<file path="config.mk">
export PLATFORM = sky130hd
export DESIGN_NAME = regfile_wb_arbiter_flat
export DESIGN_NICKNAME = d
export VERILOG_FILES = /design/src/rtl/regfile_wb_arbiter_if.sv /design/src/rtl/regfile_wb_arbiter.sv /design/src/flat_wrapper.sv
export SDC_FILE = /design/constraint.sdc
export NUM_CORES = 1
export LEC_CHECK = 0
export ABC_AREA = 1
export BUFFER_PORTS_ARGS = -buffer_cell sky130_fd_sc_hd__clkbuf_2
export CAP_MARGIN = 25
export CORE_MARGIN = 1.5
export CORE_UTILIZATION = 40
export DETAILED_ROUTE_END_ITERATION = 8
export PLACE_DENSITY = 0.78
export SLEW_MARGIN = 30
export SYNTH_ARGS = -nofsm -noshare
export SYNTH_HDL_FRONTEND = slang
export SYNTH_SLANG_ARGS = --single-unit
</file>
<file path="constraint.sdc">
create_clock -name clk -period 1.2 [get_ports clk]
set_input_delay 0.24 -clock clk [delete_from_list [all_inputs] [get_ports clk]]
set_output_delay 0.24 -clock clk [all_outputs]
set_load 0.05 [all_outputs]
</file>
<file path="src/rtl/regfile_wb_arbiter_if.sv">
// Writeback bus between the ALU/LSU requesters, the issue stage and the register-file write port.
// Master drives the requests and the issue info; slave (the arbiter) returns readies, the write port and busy.
interface regfile_wb_arbiter_if #(
    parameter int XLEN = 32,
    parameter int NREG = 32
);
    localparam int RW = $clog2(NREG);

    logic            a_valid;
    logic [RW-1:0]   a_rd;
    logic [XLEN-1:0] a_data;
    logic            a_ready;

    logic            b_valid;
    logic [RW-1:0]   b_rd;
    logic [XLEN-1:0] b_data;
    logic            b_ready;

    logic            iss_valid;
    logic [RW-1:0]   iss_rd;

    logic            wenable;
    logic [RW-1:0]   rd;
    logic [XLEN-1:0] wdata;
    logic [NREG-1:0] busy;

    modport master (
        output a_valid, a_rd, a_data, b_valid, b_rd, b_data, iss_valid, iss_rd,
        input  a_ready, b_ready, wenable, rd, wdata, busy
    );

    modport slave (
        input  a_valid, a_rd, a_data, b_valid, b_rd, b_data, iss_valid, iss_rd,
        output a_ready, b_ready, wenable, rd, wdata, busy
    );
endinterface

</file>
<file path="src/rtl/regfile_wb_arbiter.sv">
// Arbitrates ALU (A) and LSU (B) writebacks onto one register-file write port; tracks pending writes in a busy scoreboard.
// Latency: transfer in cycle N -> wenable in N+1; busy clears at the end of the wenable cycle. WB_ARB_RR_EN selects round-robin, else B wins ties.
// Backpressure: the losing requester sees ready=0 and must hold its request; readies are 0 while its valid is low or reset is asserted.
module regfile_wb_arbiter #(
    parameter int XLEN = 32,
    parameter int NREG = 32
) (
    input  logic               clk,
    input  logic               rst_n,
    regfile_wb_arbiter_if.slave bus
);
    localparam int RW = $clog2(NREG);

    logic            grant_a;
    logic            grant_b;
    logic            xfer;
    logic [RW-1:0]   sel_rd;
    logic [XLEN-1:0] sel_data;

    logic            wen_q;
    logic [RW-1:0]   rd_q;
    logic [XLEN-1:0] wdata_q;
    logic [NREG-1:0] busy_q;
    logic [NREG-1:0] busy_d;

`ifdef WB_ARB_RR_EN
    typedef enum logic {
        LAST_A = 1'b0,
        LAST_B = 1'b1
    } last_e;

    last_e last_q;
    last_e last_d;

    always_ff @(posedge clk or negedge rst_n) begin
        if (!rst_n) begin
            last_q <= LAST_B;
        end else begin
            last_q <= last_d;
        end
    end

    // Tie goes to the port that did not win the last transfer.
    always_comb begin
        grant_a = 1'b0;
        grant_b = 1'b0;
        last_d  = last_q;
        if (rst_n) begin
            if (bus.a_valid && (!bus.b_valid || last_q == LAST_B)) begin
                grant_a = 1'b1;
            end else if (bus.b_valid) begin
                grant_b = 1'b1;
            end
        end
        if (grant_a) begin
            last_d = LAST_A;
        end else if (grant_b) begin
            last_d = LAST_B;
        end
    end
`else
    always_comb begin
        grant_b = rst_n && bus.b_valid;
        grant_a = rst_n && bus.a_valid && !bus.b_valid;
    end
`endif

    assign xfer     = grant_a || grant_b;
    assign sel_rd   = grant_a ? bus.a_rd   : bus.b_rd;
    assign sel_data = grant_a ? bus.a_data : bus.b_data;

    // rd/wdata load on any transfer, but a write to x0 never raises wenable.
    always_ff @(posedge clk or negedge rst_n) begin
        if (!rst_n) begin
            wen_q   <= 1'b0;
            rd_q    <= '0;
            wdata_q <= '0;
        end else begin
            wen_q <= xfer && (sel_rd != '0);
            if (xfer) begin
                rd_q    <= sel_rd;
                wdata_q <= sel_data;
            end
        end
    end

    // A same-cycle issue to the register being written wins: a newer writer is in flight.
    always_comb begin
        busy_d = busy_q;
        for (int r = 1; r < NREG; r++) begin
            if (bus.iss_valid && bus.iss_rd == RW'(r)) begin
                busy_d[r] = 1'b1;
            end else if (wen_q && rd_q == RW'(r)) begin
                busy_d[r] = 1'b0;
            end
        end
        busy_d[0] = 1'b0;
    end

    always_ff @(posedge clk or negedge rst_n) begin
        if (!rst_n) begin
            busy_q <= '0;
        end else begin
            busy_q <= busy_d;
        end
    end

    assign bus.a_ready = grant_a;
    assign bus.b_ready = grant_b;
    assign bus.wenable = wen_q;
    assign bus.rd      = rd_q;
    assign bus.wdata   = wdata_q;
    assign bus.busy    = busy_q;
endmodule

</file>
<file path="src/flat_wrapper.sv">
// flat-port wrapper written by rule: the top's interface ports become plain ports
module regfile_wb_arbiter_flat 
#(
    parameter int XLEN = 32,
    parameter int NREG = 32
)
  (clk, rst_n, bus_a_valid, bus_a_rd, bus_a_data, bus_b_valid, bus_b_rd, bus_b_data, bus_iss_valid, bus_iss_rd, bus_a_ready, bus_b_ready, bus_wenable, bus_rd, bus_wdata, bus_busy);
  regfile_wb_arbiter_if #(.XLEN(XLEN), .NREG(NREG)) bus_i ();
  input  logic clk;
  input  logic rst_n;
  input wire logic [$bits(bus_i.a_valid)-1:0] bus_a_valid;
  input wire logic [$bits(bus_i.a_rd)-1:0] bus_a_rd;
  input wire logic [$bits(bus_i.a_data)-1:0] bus_a_data;
  input wire logic [$bits(bus_i.b_valid)-1:0] bus_b_valid;
  input wire logic [$bits(bus_i.b_rd)-1:0] bus_b_rd;
  input wire logic [$bits(bus_i.b_data)-1:0] bus_b_data;
  input wire logic [$bits(bus_i.iss_valid)-1:0] bus_iss_valid;
  input wire logic [$bits(bus_i.iss_rd)-1:0] bus_iss_rd;
  output wire logic [$bits(bus_i.a_ready)-1:0] bus_a_ready;
  output wire logic [$bits(bus_i.b_ready)-1:0] bus_b_ready;
  output wire logic [$bits(bus_i.wenable)-1:0] bus_wenable;
  output wire logic [$bits(bus_i.rd)-1:0] bus_rd;
  output wire logic [$bits(bus_i.wdata)-1:0] bus_wdata;
  output wire logic [$bits(bus_i.busy)-1:0] bus_busy;
  assign bus_i.a_valid = bus_a_valid;
  assign bus_i.a_rd = bus_a_rd;
  assign bus_i.a_data = bus_a_data;
  assign bus_i.b_valid = bus_b_valid;
  assign bus_i.b_rd = bus_b_rd;
  assign bus_i.b_data = bus_b_data;
  assign bus_i.iss_valid = bus_iss_valid;
  assign bus_i.iss_rd = bus_iss_rd;
  assign bus_a_ready = bus_i.a_ready;
  assign bus_b_ready = bus_i.b_ready;
  assign bus_wenable = bus_i.wenable;
  assign bus_rd = bus_i.rd;
  assign bus_wdata = bus_i.wdata;
  assign bus_busy = bus_i.busy;
  regfile_wb_arbiter #(.XLEN(XLEN), .NREG(NREG)) u_core (.clk(clk), .rst_n(rst_n), .bus(bus_i));
endmodule
</file>
**Word-level counts from Yosys, hierarchy flattened**

Cells that the tools add are included.

- $add $sub $neg: 0
- Shifts and indexed selects: 0
- Order comparisons: 0
- Bitwise logic cells: 0
- Equality and inequality tests: 62
- Multiply operators: 0
- Muxes and demuxes: 64
- Reductions and logical operators: 100
- Divide/modulo/power cells: 0

Operators by type and width:

| cell | number |
|---|---|
| == test 5 bit (second input constant) | 32 |
| == test 5 x 4 -> 1 bit (second input constant) | 16 |
| logical AND 1 bit | 66 |
| 2-to-1 mux 1 bit | 62 |
| nonzero test 2 bit | 31 |
| == test 5 x 3 -> 1 bit (second input constant) | 8 |
| 2-to-1 mux 32 bit | 1 |
| == test 5 x 2 -> 1 bit (second input constant) | 4 |
| == test 5 x 1 -> 1 bit (second input constant) | 2 |
| 2-to-1 mux 5 bit | 1 |
| nonzero test 5 bit | 1 |
| logical NOT 1 bit | 1 |
| logical OR 1 bit | 1 |

- ROM bits: 0
- Memories: 0
- Register bits: 69
- Output and inout port bits: 72
- Logic and storage cells: 260
- Bits in writable memories: 0
- Bits of input ports: 84
- Latch bits: 0

**Longest topological paths before layout**

Gate-level depths: netlist of run 1.

- Word-level depth: 5
- Depth in mapped cells: 8
- Gate-level depth less buffers: 7

**Worst setup path after synthesis of run 1**

OpenSTA, ideal clock, no wires.

- Path type: register -> register
- From: register u_core.rd_q[4] (netlist: u_core.bus.rd[4])
- To: register u_core.busy_q[17] (netlist: u_core.bus.busy[17])
- Slack: -173 ps
- Cell stages (with the launch flop): 5
- Data arrival time: 1250 ps
- Period minus slack after synthesis: 1373 ps
- Required time: 1077 ps
- Path through: dfrtp_1 nand2_1 clkbuf_1 o21ai_0 nand2_1

- Cells in the longest elaborated chain, start to end: 3

Ends and longest elaborated chain:

| what | RTL line | RTL |
|---|---|---|
| start: declaration | regfile_wb_arbiter.sv:21 | `logic [RW-1:0] rd_q;` |
| start signal: assignment | regfile_wb_arbiter.sv:81 | `rd_q <= sel_rd;` |
| == test 5 bit | regfile_wb_arbiter.sv:93 | `end else if (wen_q && rd_q == RW'(r)) begin` |
| logical AND 1 bit | regfile_wb_arbiter.sv:93 |  |
| nonzero test 2 bit (no line) | n/a |  |
| end signal: assignment | regfile_wb_arbiter.sv:104 | `busy_q <= busy_d;` |
| end: declaration | regfile_wb_arbiter.sv:23 | `logic [NREG-1:0] busy_q;` |

No other way between the ends.
A chain may end at the register's enable or synchronous reset.

**Worst setup path in the final report of run 1**

- From: register u_core.rd_q[0] (netlist: u_core.bus.rd[0])
- To: register u_core.busy_q[16] (netlist: u_core.bus.busy[16])

Same word-level chain as after synthesis.

==> results of run 1 <==
-- power groups by stage --
| stage | clock network (mW) | logic [mW] | registers [mW] |
|---|---|---|---|
| 3_5_place_dp | 0 | 3.99 | 3.36 |
| 3_3_place_gp | 0 | 3.94 | 3.33 |
| 2_1_floorplan | 0 | 0.684 | 5.46 |
| 4_1_cts | 2.37 | 4.60 | 3.35 |
| 5_1_grt | 2.49 | 5.13 | 3.50 |
| 6_report | 2.35 | 4.89 | 3.43 |
-- through the flow --
| step | power [mW] | setup slack, ps | area, µm² | util |
|---|---|---|---|---|
| 6_report | 10.68 | -126.7 | 5014 | 0.6522 |
| 5_1_grt | 11.12 | -278.5 | 5014 | 0.6522 |
| 4_1_cts | 10.31 | -130.7 | 4852 | 0.6312 |
| 3_5_place_dp | 7.351 | -221.2 | 4178 | 0.5435 |
| 3_3_place_gp | 7.272 | -178.8 | 4178 | 0.5435 |
| 2_1_floorplan | 6.143 | 8.777 | 3171 | - |
-- routing by layer --
metal  GRT usage  part of all wire  vias up
met3     0.04892             0.080       19
met1      0.2897              0.40     1563
met2      0.3802              0.51      186
met4     0.06538             0.016        0
li1            -                 -     1637
met5           0                 0        -
-- registers in the layout (all words and copies together) (netlist names) --
name / cells
u_core.bus.busy: 31
u_core.bus.wenable: 1
u_core.bus.wdata: 32
u_core.bus.rd: 5
-- logic make-up after synthesis --
| group | after synthesis | synth area share |
|---|---|---|
| other | 1 | 0.001187 |
| AOI/OAI and AO/OA | 41 | 0.06651 |
| and+or+nand+nor | 260 | 0.3278 |
| buffers and inverters | 40 | 0.05819 |
| DFF | 69 | 0.5463 |
-- layout make-up --
cell class                 count  area, µm²
multi-input combinational    302       1324
tap                          102      127.6
fill                         630       2674
inverter                      24      90.09
timing repair buffer         182       1493
sequential                    69       1734
clock buffer                  10      137.6
clock inverter                 5      107.6
-- worst min-delay path by stage --
stage	from	end	slack (ps)	cells after the start
after CTS	bus_b_data[6]	u_core.bus.wdata[6]	100	3
after global placement	rst_n	u_core.bus.wdata[31]	240	2
after global routing	bus_a_data[12]	u_core.bus.wdata[12]	110	3
after floorplan	rst_n	u_core.bus.busy[10]	-60	0
after detailed placement	rst_n	u_core.bus.wdata[31]	250	2
final	rst_n	u_core.bus.busy[9]	100	3
-- cell usage in the layout (no fill, tap or decap), types with 2 or more instances in the layout --
cell | synthesis | layout
dfrtp_2 | 0 | 6
nand2_2 | 1 | 3
clkbuf_16 | 0 | 4
inv_2 | 1 | 2
nor2_4 | 1 | 5
o21ai_1 | 0 | 5
inv_1 | 23 | 22
clkbuf_8 | 0 | 16
buf_12 | 0 | 5
bufinv_16 | 0 | 3
nor2_2 | 0 | 2
o21ai_0 | 39 | 31
buf_8 | 0 | 12
buf_4 | 4 | 46
nand3_1 | 34 | 34
nor2_1 | 25 | 19
nand2_1 | 196 | 191
o21ai_2 | 0 | 3
buf_6 | 1 | 19
or2_2 | 2 | 2
dfrtp_1 | 69 | 63
nand2_4 | 0 | 3
clkbuf_4 | 0 | 6
o31ai_1 | 2 | 2
clkbuf_2 | 0 | 82
-- critical path, cell delays in order (launching register included) --
cell and delay (ps):
dfrtp_2 460, nor2_1 300, nand2_1 110, o21ai_0 220
o31ai_1 120
-- repair_timing --
action	in CTS	in global routing
setup buffers	4	4
hold endpoints to repair	5	0
hold buffers	1	0
endpoints found under the setup margin	78	88
gates resized for setup	107	90
pin swaps	2	4
==> results_dict.tcl, run 1 <==
set metrics [dict create \
    status "complete, but fails checks" \
    violations "negative setup slack" \
    power_switching_mw 4.638 \
    cp.arrival_ps 1540 \
    dp_hpwl_um 6759 \
    hold_path_class "in2async" \
    synth_edf_count 0 \
    grt_max_degree 37 \
    drt-wirelength-per-cell_um 13.86 \
    rsz0062_at_grt "yes" \
    clock_skew_ps 12.50 \
    drtIter0Drc 137 \
    cp.required_ps 1410 \
    worstSetupEndpoint "u_core.bus.busy[16]" \
    io_pins 156 \
    yosys-top-cells-count "nand2_1, dfrtp_1, o21ai_0, nand3_1, nor2_1" \
    synth_flop_cell "dfrtp_1" \
    synth_top_cell_by_area "dfrtp_1" \
    p_comb_frac 0.458 \
    pwr-share-clk 0.220 \
    drive_gt1_frac 0.3750 \
    hold_viol_final 0 \
    path_clk_slew_ps 80 \
    r2r_slack_ps -130 \
    async_flop_share 1.000 \
    worstSetupEndpointType "flip-flop" \
    cts_tree "yes" \
    nNetsFinal 672 \
    detail-route-antenna-nets 0 \
    ys_seq_elements 69 \
    finalSetupViolations 21 \
    placementRows 32 \
    wl_um 9622 \
    critical_path_class "reg2reg" \
    ys_types 17 \
    p_leak_nw 2.550 \
    yosysMostFrequentCell "nand2_1" \
    dp_cells 671 \
    grt_pass1_wl_um 14990 \
    peakVddDrop_v 0.0008273 \
    yosysWarnings 0 \
    cp_max_fo 6 \
    start_util 0.4111 \
    yosysTopAreaCellShare 0.5463 \
    grt_pass1_vias 3209 \
    antenna_found_initial 0 \
    routabilityCongestion 0.9236 \
    diodes 0 \
    reg2regPathDepth 4 \
    routed-via-count 3405 \
    slew_viol_final 0 \
    cts_sinks 69 \
    port_buffers 154 \
    cts_made_buffers 9 \
    fin_tns_setup_ps -753.0 \
    p_int_mw 6.038 \
    fp.coreArea_um2 7687 \
    cap_viol_max_count 0 \
    sw_frac_of_total 0.4344 \
    die_area_um2 8444 \
    final_cell_count_no_fill 694 \
    clock_tree.buffer_depth 2 \
    syn_area_per_cell_um2 7.690 \
    synthTopCellsByArea "dfrtp_1, nand2_1, o21ai_0" \
    min_period_over_period 1.106 \
    clk_latency_ps 340 \
    period_minus_slack_ps 1327 \
    syn2layout_area_growth_pct 58.63 \
    synth_nets 495 \
    drc_errors 0 \
    start_kind "flip-flop" \
    setup.worst_path.start "u_core.bus.rd[0]" \
    via_per_inst 4.906 \
    relSlewSlack 0.5777 \
    worstMarginPinSlew_ps 632.8 \
    grt_overflow 0 \
    r2r_start "u_core.bus.rd[0]" \
    syn-instance-count 411 \
    hold_ws_ps 95.96 \
    worst_slack_ps -126.7 \
    globalRouteTotalUtil 0.2250 \
    rr_endpoint "u_core.bus.busy[16]" \
    cts_root_buf "clkbuf_8" \
    dr.pass1.iters 5 \
    p_seq_frac 0.322 \
    synth_seq_area_share 0.5463 \
    htreeDepth 3 \
    powerDensity_nw_per_um2 2129 \
    chipWidth_um 91.89 \
    die_h_um 91.89 \
    synth_area_um2 3161 \
    max_freq_mhz 753.8 \
]
(Power assumes the default switching activity.)
==> run 2, diff against run 1 <==
--- a/config.mk
+++ b/config.mk
@@ -5,13 +5,13 @@
 export SDC_FILE = /design/constraint.sdc
 export NUM_CORES = 1
 export LEC_CHECK = 0
-export ABC_AREA = 1
+export ABC_AREA = 0
 export BUFFER_PORTS_ARGS = -buffer_cell sky130_fd_sc_hd__clkbuf_2
 export CAP_MARGIN = 25
 export CORE_MARGIN = 1.5
 export CORE_UTILIZATION = 40
 export DETAILED_ROUTE_END_ITERATION = 8
-export PLACE_DENSITY = 0.78
+export PLACE_DENSITY = 0.79
 export SLEW_MARGIN = 30
 export SYNTH_ARGS = -nofsm -noshare
 export SYNTH_HDL_FRONTEND = slang
==> constraint.sdc (replaced) <==
create_clock -name clk -period 1.4 [get_ports clk]
set_input_delay 0.28 -clock clk [delete_from_list [all_inputs] [get_ports clk]]
set_output_delay 0.28 -clock clk [all_outputs]
set_load 0.05 [all_outputs]
==> run 2 against run 1 <==
  * The flow now finishes without violations
  * Synthesized area fell by 2.5%
  * Critical path type is now reg2out
  * Critical endpoint is now bus_rd[4]
  * Non-clock buffer count fell by 11
  * Sequential power fell by 19%
  * Wire length fell by 0.95%
==> results_dict.tcl, run 2 <==
set metrics [dict create \
    status "finished, final reports clean" \
    cts_setup_buffers 0 \
    drtIter0Drc 163 \
    cap_viol_max_count 0 \
    cts_made_buffers 9 \
    cts_tree "yes" \
    synth_flop_cell "dfrtp_1" \
    start_util 0.4182 \
    yosys-top-cells-count "dfrtp_1, o22ai_1, o21ai_0, a21oi_1" \
    wl_um 9531 \
    final_common_cell "clkbuf_2" \
    mostFrequentLayoutCells "clkbuf_2, o22ai_1, dfrtp_1" \
    start_kind "flip-flop" \
    nNetsFinal 553 \
    yosysWarnings 0 \
    drt-met1-wl_um 4095 \
    clock_skew_ps 6.545 \
    muxShareOfSynthArea 0 \
    reg2regPathDepth 4 \
    placementRows 31 \
    num-fill-cells 649 \
    relSlewSlack 0.6483 \
    ys_types 27 \
    synth_area_um2 3082 \
    dp_hpwl_um 6933 \
    critical_path_class "reg2out" \
    die_h_um 90.78 \
    dr.pass1.iters 4 \
    clk_latency_ps 340 \
    dp_cells 554 \
    yosysMostFrequentCell "dfrtp_1" \
    peakVddDrop_v 0.0005392 \
    antenna_found_initial 0 \
    routed-via-count 3276 \
    synth_fa_ha_area_frac 0 \
    async_flop_share 1.000 \
    synth_nets 390 \
    min_period_over_period 0.9801 \
    final_cell_count_no_fill 573 \
    ys_seq_elements 69 \
    synth_compound_area_frac 0.3138 \
    period_minus_slack_ps 1372 \
    globalRouteTotalUtil 0.2326 \
    hold_path_class "in2async" \
    yosysTopAreaCellShare 0.5603 \
    chipWidth_um 90.78 \
    synth_seq_area_share 0.5603 \
    cp.arrival_ps 1090 \
    cts_root_buf "clkbuf_8" \
    finalPower_mw 7.424 \
    synthXorXnorAreaFrac 0 \
    largest_register_ffs 32 \
    clock_tree.buffer_depth 2 \
    port_buffers 154 \
    p_leak_nw 1.915 \
    diodes 0 \
    cts_sinks 69 \
    drc_errors 0 \
    via_per_inst 5.717 \
    wl_met2_um 4418 \
    synth_top_family_by_area "compound AO/OA/AOI/OAI gates" \
    routed.top_layer "met4" \
    syn-instance-count 306 \
    synthTopCellsByArea "dfrtp_1, o22ai_1, o21ai_0" \
    syn2layout_area_growth_pct 39.95 \
    slew_viol_final 0 \
    rsz0062_at_grt "no" \
    htreeDepth 3 \
    grt_overflow 0 \
    synth_edf_count 0 \
    drive_gt1_frac 0.4072 \
    drt-wirelength-per-cell_um 16.63 \
    synth-simple-area-share 0.09419 \
    detail-route-antenna-nets 0 \
    routabilityCongestion 0.9035 \
    dr_wl_met3_um 803 \
    fp.coreArea_um2 7370 \
    io_pins 156 \
    worstSetupEndpointType "output pin" \
    synth_top_cell_by_area "dfrtp_1" \
    cp.required_ps 1120 \
    worstMarginPinSlew_ps 522.1 \
    cp_max_fo 9 \
    die_area_um2 8240 \
    r2r_slack_ps 90 \
    finalSetupViolations 0 \
    grt_max_degree 33 \
    path_clk_slew_ps 70 \
    powerDensity_nw_per_um2 1721 \
    fin_tns_setup_ps 0 \
    hold_viol_final 0 \
    max_freq_mhz 728.8 \
    syn_area_per_cell_um2 10.07 \
    grt_pass1_vias 3041 \
    grt_pass1_wl_um 14990 \
]
## run 2: cell types whose count changed after synthesis, moves of 5 or more
cell and change:
nand3_1 -32, a21oi_1 +32, nand4b_1 +5, clkbuf_1 +6, o22ai_1 +64, nand2b_1 +7, a22o_1 +9, o21ai_1 +6
nor2_1 -21, inv_1 -21, o21ai_0 +19, nand2_1 -187
## run 2: what timing repair did
item / 4_1_cts / 5_1_grt
hold buffers: 3 / 0
endpoints found under the setup margin: 6 / 7
endpoints found under the hold margin: 4 / 0
resized for setup: 12 / 4
## run 2: stage by stage
stage          setup slack [ps]  hold WS [ps]  area [µm²]    util
6_report                  27.87         42.04        4313  0.5852
3_3_place_gp              107.7         125.9        4050  0.5496
2_1_floorplan            -24.77        -15.59        3094       -
4_1_cts                   11.84         35.21        4307  0.5844
5_1_grt                   1.461         63.79        4313  0.5852
3_5_place_dp              103.7         132.2        4050  0.5496
## run 2: path summary, 6_finish.rpt
check / start / to
worst max-delay path: u_core.bus.rd[4] / bus_rd[4]
worst min-delay path: rst_n / u_core.bus.wdata[16]
worst max register to register: u_core.bus.rd[0] / u_core.bus.busy[2]
worst min register to register: u_core.bus.busy[16] / u_core.bus.busy[16]
max in group asynchronous: rst_n / u_core.bus.rd[1]
min in group clk: bus_b_data[10] / u_core.bus.wdata[10]
## run 2: area by class of cell
cell class,count,area [µm²],share of cell area
Clock inverter,4,48.80,0.01131
Timing Repair Buffer,171,994.7,0.2306
Sequential cell,69,1734,0.4021
Tap cell,99,123.9,0.02872
Clock buffer,12,135.1,0.03133
Multi-Input combinational cell,216,1269,0.2942
Inverter,2,7.507,0.001741
## run 2: kinds of logic (layout without fill, tap and decap cells)
| group | Yosys count | count (layout) |
|---|---|---|
| compound gates | 170 | 170 |
| simple gates | 45 | 45 |
| flops | 69 | 69 |
| buf+inv | 21 | 189 |
| other cells | 1 | 1 |
## run 2: worst max-delay path, stage by stage (launching register included)
cell and delay [ps]:
dfrtp_2 400, buf_4 170, clkbuf_8 180
## run 2: report_power, final
part           switching, mW  internal [mW]
logic                   2.33          0.768
clock network          0.733          0.822
registers              0.316           2.45
## run 2: metal layers
layer	up-vias	global-route usage
met5	-	0
met4	0	0.1029
met1	1565	0.3094
met3	16	0.05556
met2	177	0.3609
li1	1518	-
